[config.mk]
export PLATFORM = sky130hd
export DESIGN_NAME = ascon_op_ctrl
export DESIGN_NICKNAME = d
export VERILOG_FILES = /design/src/rtl/ascon_ctrl_pkg.sv /design/src/rtl/ascon_nonce_shifter.sv /design/src/rtl/ascon_op_ctrl.sv
export SDC_FILE = /design/constraint.sdc
export NUM_CORES = 2
export LEC_CHECK = 0
export BUFFER_PORTS_ARGS = -buffer_cell sky130_fd_sc_hd__buf_2
export CELL_PAD_IN_SITES_DETAIL_PLACEMENT = 0
export CELL_PAD_IN_SITES_GLOBAL_PLACEMENT = 2
export CORE_ASPECT_RATIO = 1.5
export CORE_MARGIN = 2
export CORE_UTILIZATION = 39
export CTS_BUF_LIST = sky130_fd_sc_hd__clkbuf_4 sky130_fd_sc_hd__clkbuf_8 sky130_fd_sc_hd__clkbuf_16
export CTS_CLUSTER_SIZE = 20
export DETAILED_ROUTE_END_ITERATION = 8
export PLACE_DENSITY = 0.92
export REMOVE_ABC_BUFFERS = 1
export SYNTH_ARGS = -nofsm -noshare
export SYNTH_HDL_FRONTEND = slang
export SYNTH_SLANG_ARGS = --single-unit
[constraint.sdc]
create_clock -name clk -period 29.1 [get_ports clk]
set_clock_uncertainty 0.1 [all_clocks]
set_input_delay 4.365 -clock clk [delete_from_list [all_inputs] [get_ports clk]]
set_output_delay 4.365 -clock clk [all_outputs]
set_load 0.02 [all_outputs]
[src/rtl/ascon_ctrl_pkg.sv]
// Shared definitions for the Ascon host-side operation controller:
// mode codes, writeback/shift select codes, FSM encoding, register map
// and small helper functions.
package ascon_ctrl_pkg;

    // Operation modes carried on cmd_mode / operation_mode
    localparam logic [2:0] MODE_IDLE = 3'd0;
    localparam logic [2:0] MODE_ENC  = 3'd1;
    localparam logic [2:0] MODE_DEC  = 3'd2;
    localparam logic [2:0] MODE_HASH = 3'd3;
    localparam logic [2:0] MODE_XOF  = 3'd4;
    localparam logic [2:0] MODE_CXOF = 3'd5;

    // Core writeback register selects
    localparam logic [1:0] REG0_WRBACK_SEL = 2'd0;
    localparam logic [1:0] REG1_WRBACK_SEL = 2'd1;
    localparam logic [1:0] REG2_WRBACK_SEL = 2'd2;

    // Core state-word selects for the serial nonce load
    localparam logic [2:0] SHIFT_SEL_S3 = 3'd3;
    localparam logic [2:0] SHIFT_SEL_S4 = 3'd4;

    // Host register map, address bits [5:4]
    localparam logic [1:0] ADDR_KEY   = 2'd0;
    localparam logic [1:0] ADDR_TEXT  = 2'd1;
    localparam logic [1:0] ADDR_AD    = 2'd2;
    localparam logic [1:0] ADDR_NONCE = 2'd3;

    typedef enum logic [2:0] {
        ST_IDLE     = 3'd0,
        ST_SHIFT_S3 = 3'd1,
        ST_SHIFT_S4 = 3'd2,
        ST_START    = 3'd3,
        ST_RUN      = 3'd4
    } ctrl_state_t;

    // Byte idx (0 = LSB) of a 128-bit register
    function automatic logic [7:0] reg_byte(input logic [127:0] r, input logic [3:0] idx);
        return r[{idx, 3'b000} +: 8];
    endfunction

    // Modes the core actually implements
    function automatic logic mode_is_valid(input logic [2:0] m);
        return (m >= MODE_ENC) && (m <= MODE_CXOF);
    endfunction

    // AEAD modes need the nonce loaded into S_3/S_4 before start
    function automatic logic mode_uses_nonce(input logic [2:0] m);
        return (m == MODE_ENC) || (m == MODE_DEC);
    endfunction

endpackage

[src/rtl/ascon_nonce_shifter.sv]
// Serializes the 128-bit nonce MSB first into core state words S_3
// (bits 127..64) then S_4 (bits 63..0), one bit per cycle for 128 cycles.
module ascon_nonce_shifter
    import ascon_ctrl_pkg::*;
(
    input  logic         clk,
    input  logic         rst,
    input  logic         start,
    input  logic [127:0] nonce,
    output logic         shift_en,
    output logic [2:0]   sel,
    output logic         lsb,
    output logic         half,
    output logic         last
);

    logic [6:0] cnt_r;
    logic       active_r;
    logic [6:0] bit_idx_s;

    // Bit counter: 0..127 while active, stops after the last bit
    always_ff @(posedge clk or posedge rst) begin
        if (rst) begin
            cnt_r    <= 7'd0;
            active_r <= 1'b0;
        end else if (start) begin
            cnt_r    <= 7'd0;
            active_r <= 1'b1;
        end else if (active_r) begin
            cnt_r    <= cnt_r + 7'd1;
            active_r <= (cnt_r != 7'd127);
        end else begin
            cnt_r    <= cnt_r;
            active_r <= active_r;
        end
    end

    assign bit_idx_s = 7'd127 - cnt_r;

    // Serial outputs are forced to zero when not shifting
    always_comb begin
        shift_en = active_r;
        half     = active_r && (cnt_r == 7'd63);
        last     = active_r && (cnt_r == 7'd127);
        if (active_r) begin
            sel = cnt_r[6] ? SHIFT_SEL_S4 : SHIFT_SEL_S3;
            lsb = nonce[bit_idx_s];
        end else begin
            sel = 3'd0;
            lsb = 1'b0;
        end
    end

endmodule

[src/rtl/ascon_op_ctrl.sv]
// Host-side controller/sequencer for the Ascon core: register file,
// nonce serialization, start pulse, writeback capture and status.
// Optional build macro ASCON_CTRL_KEY_ZEROIZE_EN: clears the key register
// on completion or abort.
module ascon_op_ctrl
    import ascon_ctrl_pkg::*;
#(
    parameter int TIMEOUT_CYCLES = 255,
    parameter int TO_W           = 10
) (
    input  logic         clk,
    input  logic         rst,
    input  logic         host_wr_en,
    input  logic [5:0]   host_wr_addr,
    input  logic [7:0]   host_wr_data,
    input  logic [5:0]   host_rd_addr,
    output logic [7:0]   host_rd_data,
    input  logic         cmd_valid,
    input  logic [2:0]   cmd_mode,
    output logic         cmd_ready,
    output logic         busy,
    output logic         done,
    output logic         error,
    output logic [127:0] reg0_128b,
    output logic [127:0] reg1_128b,
    output logic [127:0] reg2_128b,
    output logic [2:0]   operation_mode,
    output logic         operation_ready,
    output logic         state_shift_en,
    output logic [2:0]   state_shift_sel,
    output logic         state_shift_lsb,
    input  logic         reg_128b_wrback_en,
    input  logic [1:0]   reg_128b_wrback_sel,
    input  logic [127:0] reg_128b_wrback_val
);

    localparam logic [TO_W-1:0] WD_LAST = TO_W'(TIMEOUT_CYCLES - 1);

    ctrl_state_t     state_r, state_s;
    logic [TO_W-1:0] wd_r;
    logic [127:0]    key_r, text_r, ad_r, nonce_r;
    logic [2:0]      mode_r;
    logic            done_r, error_r, op_ready_r;

    logic cmd_accept_s, cmd_ok_s, shift_start_s;
    logic timeout_s, finish_s;
    logic shift_half_s, shift_last_s;

    assign cmd_accept_s = cmd_valid && (state_r == ST_IDLE);
    assign cmd_ok_s     = mode_is_valid(cmd_mode);
    assign timeout_s    = (state_r == ST_RUN) && (wd_r == WD_LAST);
    assign finish_s     = (state_r == ST_RUN) && reg_128b_wrback_en &&
                          (reg_128b_wrback_sel == REG2_WRBACK_SEL) && !timeout_s;

    ascon_nonce_shifter u_shifter (
        .clk      (clk),
        .rst      (rst),
        .start    (shift_start_s),
        .nonce    (nonce_r),
        .shift_en (state_shift_en),
        .sel      (state_shift_sel),
        .lsb      (state_shift_lsb),
        .half     (shift_half_s),
        .last     (shift_last_s)
    );

    // FSM state register
    always_ff @(posedge clk or posedge rst) begin
        if (rst) begin
            state_r <= ST_IDLE;
        end else begin
            state_r <= state_s;
        end
    end

    // FSM next-state logic and shifter launch
    always_comb begin
        state_s       = state_r;
        shift_start_s = 1'b0;
        case (state_r)
            ST_IDLE: begin
                if (cmd_accept_s && cmd_ok_s) begin
                    if (mode_uses_nonce(cmd_mode)) begin
                        state_s       = ST_SHIFT_S3;
                        shift_start_s = 1'b1;
                    end else begin
                        state_s = ST_START;
                    end
                end else begin
                    state_s = ST_IDLE;
                end
            end
            ST_SHIFT_S3: begin
                if (shift_half_s) state_s = ST_SHIFT_S4;
                else              state_s = ST_SHIFT_S3;
            end
            ST_SHIFT_S4: begin
                if (shift_last_s) state_s = ST_START;
                else              state_s = ST_SHIFT_S4;
            end
            ST_START: begin
                state_s = ST_RUN;
            end
            ST_RUN: begin
                if (timeout_s || finish_s) state_s = ST_IDLE;
                else                       state_s = ST_RUN;
            end
            default: begin
                state_s = ST_IDLE;
            end
        endcase
    end

    // Watchdog: counts RUN cycles from 0, cleared outside RUN
    always_ff @(posedge clk or posedge rst) begin
        if (rst) begin
            wd_r <= '0;
        end else if (state_r == ST_RUN) begin
            wd_r <= wd_r + TO_W'(1);
        end else begin
            wd_r <= '0;
        end
    end

    // Status outputs: start pulse, done pulse, sticky error, latched mode
    always_ff @(posedge clk or posedge rst) begin
        if (rst) begin
            op_ready_r <= 1'b0;
            done_r     <= 1'b0;
            error_r    <= 1'b0;
            mode_r     <= 3'd0;
        end else begin
            op_ready_r <= (state_s == ST_START);
            done_r     <= finish_s;
            if (cmd_accept_s) begin
                error_r <= !cmd_ok_s;
            end else if (timeout_s) begin
                error_r <= 1'b1;
            end else begin
                error_r <= error_r;
            end
            if (cmd_accept_s && cmd_ok_s) begin
                mode_r <= cmd_mode;
            end else if (state_s == ST_IDLE) begin
                mode_r <= 3'd0;
            end else begin
                mode_r <= mode_r;
            end
        end
    end

    // Register file: host byte writes in IDLE, core writebacks override
    always_ff @(posedge clk or posedge rst) begin
        if (rst) begin
            key_r   <= '0;
            text_r  <= '0;
            ad_r    <= '0;
            nonce_r <= '0;
        end else begin
            if (host_wr_en && (state_r == ST_IDLE)) begin
                case (host_wr_addr[5:4])
                    ADDR_KEY:   key_r[{host_wr_addr[3:0], 3'b000} +: 8]   <= host_wr_data;
                    ADDR_TEXT:  text_r[{host_wr_addr[3:0], 3'b000} +: 8]  <= host_wr_data;
                    ADDR_AD:    ad_r[{host_wr_addr[3:0], 3'b000} +: 8]    <= host_wr_data;
                    ADDR_NONCE: nonce_r[{host_wr_addr[3:0], 3'b000} +: 8] <= host_wr_data;
                    default:    key_r <= key_r;
                endcase
            end
            if (reg_128b_wrback_en) begin
                case (reg_128b_wrback_sel)
                    REG0_WRBACK_SEL: key_r  <= reg_128b_wrback_val;
                    REG1_WRBACK_SEL: text_r <= reg_128b_wrback_val;
                    REG2_WRBACK_SEL: ad_r   <= reg_128b_wrback_val;
                    default:         ad_r   <= ad_r;
                endcase
            end
`ifdef ASCON_CTRL_KEY_ZEROIZE_EN
            if (finish_s || timeout_s) begin
                key_r <= '0;
            end
`endif
        end
    end

    // Host read port, available in every state
    always_comb begin
        case (host_rd_addr[5:4])
            ADDR_KEY:   host_rd_data = reg_byte(key_r, host_rd_addr[3:0]);
            ADDR_TEXT:  host_rd_data = reg_byte(text_r, host_rd_addr[3:0]);
            ADDR_AD:    host_rd_data = reg_byte(ad_r, host_rd_addr[3:0]);
            ADDR_NONCE: host_rd_data = reg_byte(nonce_r, host_rd_addr[3:0]);
            default:    host_rd_data = 8'd0;
        endcase
    end

    assign cmd_ready       = (state_r == ST_IDLE);
    assign busy            = (state_r != ST_IDLE);
    assign done            = done_r;
    assign error           = error_r;
    assign operation_ready = op_ready_r;
    assign operation_mode  = mode_r;
    assign reg0_128b       = key_r;
    assign reg1_128b       = text_r;
    assign reg2_128b       = ad_r;

endmodule

=== Yosys cells after proc, flatten, opt, wreduce, memory -nomap -nowiden ===
Cells that the tools add are included.

* Input bits: 158
* Output and inout bits: 405
* Register bits after elaboration: 539

* Shift operators: 6
* Eq/ne operators: 20
* Multiplexer cells: 40
* Reduce and logical (&&, ||, !) cells: 25
* $add $sub $neg: 4
* Order comparisons: 3

{| class="wikitable"
|+ Operators by type and width
! kind !! number
|-
| 128-bit two-way mux || 11
|-
| 128-bit bitwise mux || 4
|-
| 128-bit by 8-bit variable part select with 8-bit output || 4
|-
| 128-bit case mux with 2 select lines || 1
|-
| 8-bit by 9-bit variable shift with 128-bit output, first input constant || 1
|-
| 8-bit by 9-bit variable part select with 128-bit output || 1
|-
| 8-bit case mux with 4 select lines || 1
|-
| 3-bit two-way mux || 6
|-
| 3-bit case mux with 5 select lines || 1
|-
| 7-bit two-way mux || 2
|-
| 3-bit by 2-bit == test with 1-bit output, second input constant || 4
|-
| 10-bit by 1-bit adder with 10-bit output, second input constant || 1
|-
| 10-bit by 8-bit == test with 1-bit output, second input constant || 1
|-
| 2-bit == test, second input constant || 5
|-
| 1-bit logical AND || 10
|-
| 1-bit two-way mux || 10
|-
| 10-bit two-way mux || 1
|-
| 7-bit negator with 9-bit output || 1
|-
| 7-bit by 8-bit less-than comparator with 1-bit output, second input constant || 1
|-
| 7-bit by 1-bit adder with 7-bit output, second input constant || 1
|-
| 1-bit binary-select mux with 7-bit select || 1
|-
| 7-bit by 6-bit == test with 1-bit output, second input constant || 1
|-
| 7-bit == test, second input constant || 1
|-
| 7-bit inequality test, second input constant || 1
|-
| 16 further kinds || 27
|}

=== Longest topological paths before layout ===
* Word-level depth: 10
* Depth in mapped cells: 12
* Depth with buffers taken out: 7

=== Hierarchy ===
A second synthesis with hierarchy kept.

* Cell total of the unflattened synthesis: 2986
* Area, all modules: 30390.4 µm²

{| class="wikitable"
|+ Modules (own cells, without submodules)
! module !! area an instance (µm²) !! instances !! cells each !! sequential area each (µm²)
|-
| ascon_op_ctrl || 28767.6 || 1 || 2839 || 13287.7
|-
| ascon_nonce_shifter || 1622.8 || 1 || 147 || 200.2
|}

=== Least setup slack after synthesis ===
No wires, ideal clock.

* Path type: input port to output port
* Start: input port host_rd_addr[5]
* End: output port host_rd_data[1]
* Stages: 9
* Data arrival time: 6.304 ns
* Setup slack: 18.331 ns
* Path through: clkbuf_1 -> buf_2 -> buf_2 -> inv_1 -> clkbuf_1 -> o211ai_1 -> o221ai_1 -> a221o_1 -> a32oi_1

* Cells in the longest elaborated chain, start to end: 2
* Elaborated cells on any way between the ends: 5
* Classes of those cells: eq/ne (3); mux (1); reduce/logical (1)

{| class="wikitable"
|+ RTL lines
! item !! line !! text
|-
| start: declaration || ascon_op_ctrl.sv:16 || <nowiki>input logic [5:0] host_rd_addr,</nowiki>
|-
| 2-bit == test (tied with other cells) || ascon_op_ctrl.sv:187 || <nowiki>case (host_rd_addr[5:4])</nowiki>
|-
| 8-bit case mux with 4 select lines (*) || ascon_op_ctrl.sv:187 ||
|-
| end: declaration || ascon_op_ctrl.sv:17 || <nowiki>output logic [7:0] host_rd_data,</nowiki>
|}

Every way passes the cells marked *; elsewhere a longest branch is shown, timed or not.

=== Worst setup path after layout ===
* Start: input port host_rd_addr[5]
* End: output port host_rd_data[6]

The elaborated chain is that of the path after synthesis.

==> out/metrics.cfg <==
[placement]
place_ws_ns=16.83
place.gp.congestion=1.01
numPortBuffers=562
hpwl_mm=107

[drt]
routed.top_layer=met5
drc=0
drtIter0Drc=3787
drt-met1-wl_mm=51.3
wirelength_mm=146
wire_per_inst_um=34.2
route.met3.wl_mm=14.3
ant_nets=0
wl_met2_mm=67.5
vias=27400
firstDrtPassIters=5
via_per_inst=6.39

[synthesis]
synth-edff-count=0
avgSynthCellArea_um2=10.6
synth_top_area_share_pct=45.1
synth_flop_cell=dfrtp_1
synthArstFlopShare_pct=100
post-synth-top-count-cell=dfrtp_1
synth_area_leaders=dfrtp_1, mux2i_1, mux4_2, mux2_2, a21oi_1
syn_inst=2823
synth_area_um2=29900
ys_types=74
yosys.area.top_type=dfrtp_1
yosys_warnings=0
yosysSeqAreaShare_pct=45.1
netlist_top_cells_count=dfrtp_1, mux2i_1, nor2_1
ys_ff_latch=539

[clocking]
clkLatencyLatePin_ns=0.63
hold_buffers=0
clock-root-buffer=clkbuf_16
cts_setup_buffers=0
clockBufferDepth=3
path_clk_slew_ns=0.06
ctsResizeCount=0
cts_buffers=54
cts.sinks=539
cts_tree=done
h-tree-depth=2

[layout]
fill_cells=7272
finalNetCount=3387
syn_to_final_growth_pct=17.7
layout-drive-gt1-share_pct=29.8

[setup_path]
arrival_ns=7.93
required_ns=24.64
crit-reg2reg-launch=state_r[1]
crit_start=host_rd_addr[5]
crit_path_start_kind=primary input
crit_path_end_kind=output port
crit_type=in2out
path_max_fanout=87

[timing]
slew_violations=0
finalCritPeriodShare_pct=42.6
setup_ws_ns=16.70
rsz0062_at_grt=false
setup_violations=0
relSlewSlack_pct=23.5
min_period_ns=12.40
fmax_ghz=0.0807
fin_tns_setup_ns=0
hold_viol=0
tightest_slew_ns=1.15

[run_status]
outcome=complete, no violations

[floorplanning]
core-area_um2=76200
die_area_um2=79000
num_rows=124
initial_utilization_pct=39.3
die_x_um=230
die_y_um=343
io_pins=563

[power]
ir_drop_v=0.0000463
power_density_nw_per_um2=74.2
pwr-share-comb_pct=30.4
power.share.clock_pct=28.7
power_leakage_nw=16.2
p_sw_share_pct=39.2
p_int_mw=1.59
power_frac_seq_pct=41.0
p_switching_mw=1.02

[global_routing]
grt_pass1_vias=26300
grt_max_degree=174
grt_pass1_wl_mm=205
grt_overflow=0
grtUsageTotal_pct=36.3
antenna_found_initial=19

[run]
cap_violations=0

[hold_path]
hold_class=reg2reg
holdCritStartpoint=operation_mode[1]

[worst paths after layout]
check	to	slack, ns	cells past startpoint
max in group asynchronous	reg1_128b[13]	23.63	3
setup / recovery	host_rd_data[6]	16.70	7
setup reg to reg	reg0_128b[74]	25.34	6
hold / removal	operation_mode[1]	0.40	1
hold reg to reg	operation_mode[1]	0.40	1
min in group asynchronous	reg2_128b[103]	3.71	2
[state kept, by name (all words and copies together) (netlist names)]
name,count
nonce_r,128
reg0_128b,128
reg1_128b,128
reg2_128b,128
wd_r,10
u_shifter.cnt_r,7
operation_mode,3
state_r,3
done,1
error,1
operation_ready,1
u_shifter.shift_en,1
[routing by layer]
metal	vias to the layer above	GRT usage (%)
met2	1887	57.8
met4	20	26.3
met5	-	0
met1	13800	43.5
met3	473	8.26
li1	11200	-
[per-stage QoR]
stage                     power (mW)  instance area (µm²)  cells  hold slack (ns)  util [%]
after floorplan                 1.44                28900   2570            0.360         -
after global placement          1.85                33300   4175            0.378      43.8
after detailed placement        1.85                33300   4175            0.384      43.8
after CTS                       2.60                35200   4272            0.404      46.2
after global routing            2.69                35200   4276            0.414      46.2
final                           2.61                35200   4282            0.402      46.2
[cell type report]
type / instances / area (µm²) / share of cell area (%)
clock buffer: 81 / 1670 / 4.73
antenna: 10 / 25.0 / 0.0710
inverter: 26 / 105 / 0.298
tap: 1008 / 1260 / 3.58
sequential: 539 / 13500 / 38.3
timing repair buffer: 597 / 3140 / 8.92
multi-input combinational: 2005 / 15300 / 43.6
clock inverter: 16 / 191 / 0.544
[layout by cell type (no fill, tap or decap), types with 9 or more instances in the layout]
cell type and instances:
clkbuf_8 15, mux2_2 111, clkbuf_16 55, o21ai_1 17
a21oi_1 223, a221oi_1 9, o22ai_1 88, a22oi_1 11
nor2_1 282, and3_1 12, nand3_1 23, a31oi_1 12
o31ai_1 26, diode_2 10, mux2i_1 339, nand2_1 255
and2_1 23, nand4_1 16, buf_2 559, o211ai_1 10
o21ai_0 163, mux4_2 130, dfrtp_1 537, buf_4 32
a2bb2oi_1 55, o221ai_1 11, a22o_1 11, clkbuf_4 11
xnor2_1 9, inv_1 22, a211oi_1 13
[kinds of logic (layout without fill, tap and decap cells)]
logic type | count (synthesis) | in the layout | share of synthesized area [%]
AO/OA/AOI/OAI | 710 | 710 | 14.7
XOR/XNOR | 14 | 14 | 0.410
adder cells (fa/ha/maj) | 6 | 6 | 0.251
buffers and inverters | 279 | 720 | 3.76
flip-flops | 539 | 539 | 45.1
multiplexers | 588 | 588 | 25.6
other | 0 | 10 | 0
AND/OR/NAND/NOR | 687 | 687 | 10.2
[power by group through the flow]
stage | sequential [mW] | combinational [mW] | clock (mW)
2_1_floorplan | 1.12 | 0.324 | 0
3_3_place_gp | 1.07 | 0.773 | 0
3_5_place_dp | 1.07 | 0.782 | 0
4_1_cts | 1.06 | 0.785 | 0.753
5_1_grt | 1.07 | 0.834 | 0.781
6_report | 1.07 | 0.794 | 0.749
[critical path: stages]
cell,delay (ns)
buf_6,0.62
buf_4,0.70
inv_1,0.57
mux4_2,0.50
o21ai_0,0.15
a32oi_1,0.55
buf_2,0.28
No activity file was read; power rests on OpenSTA's default activity.
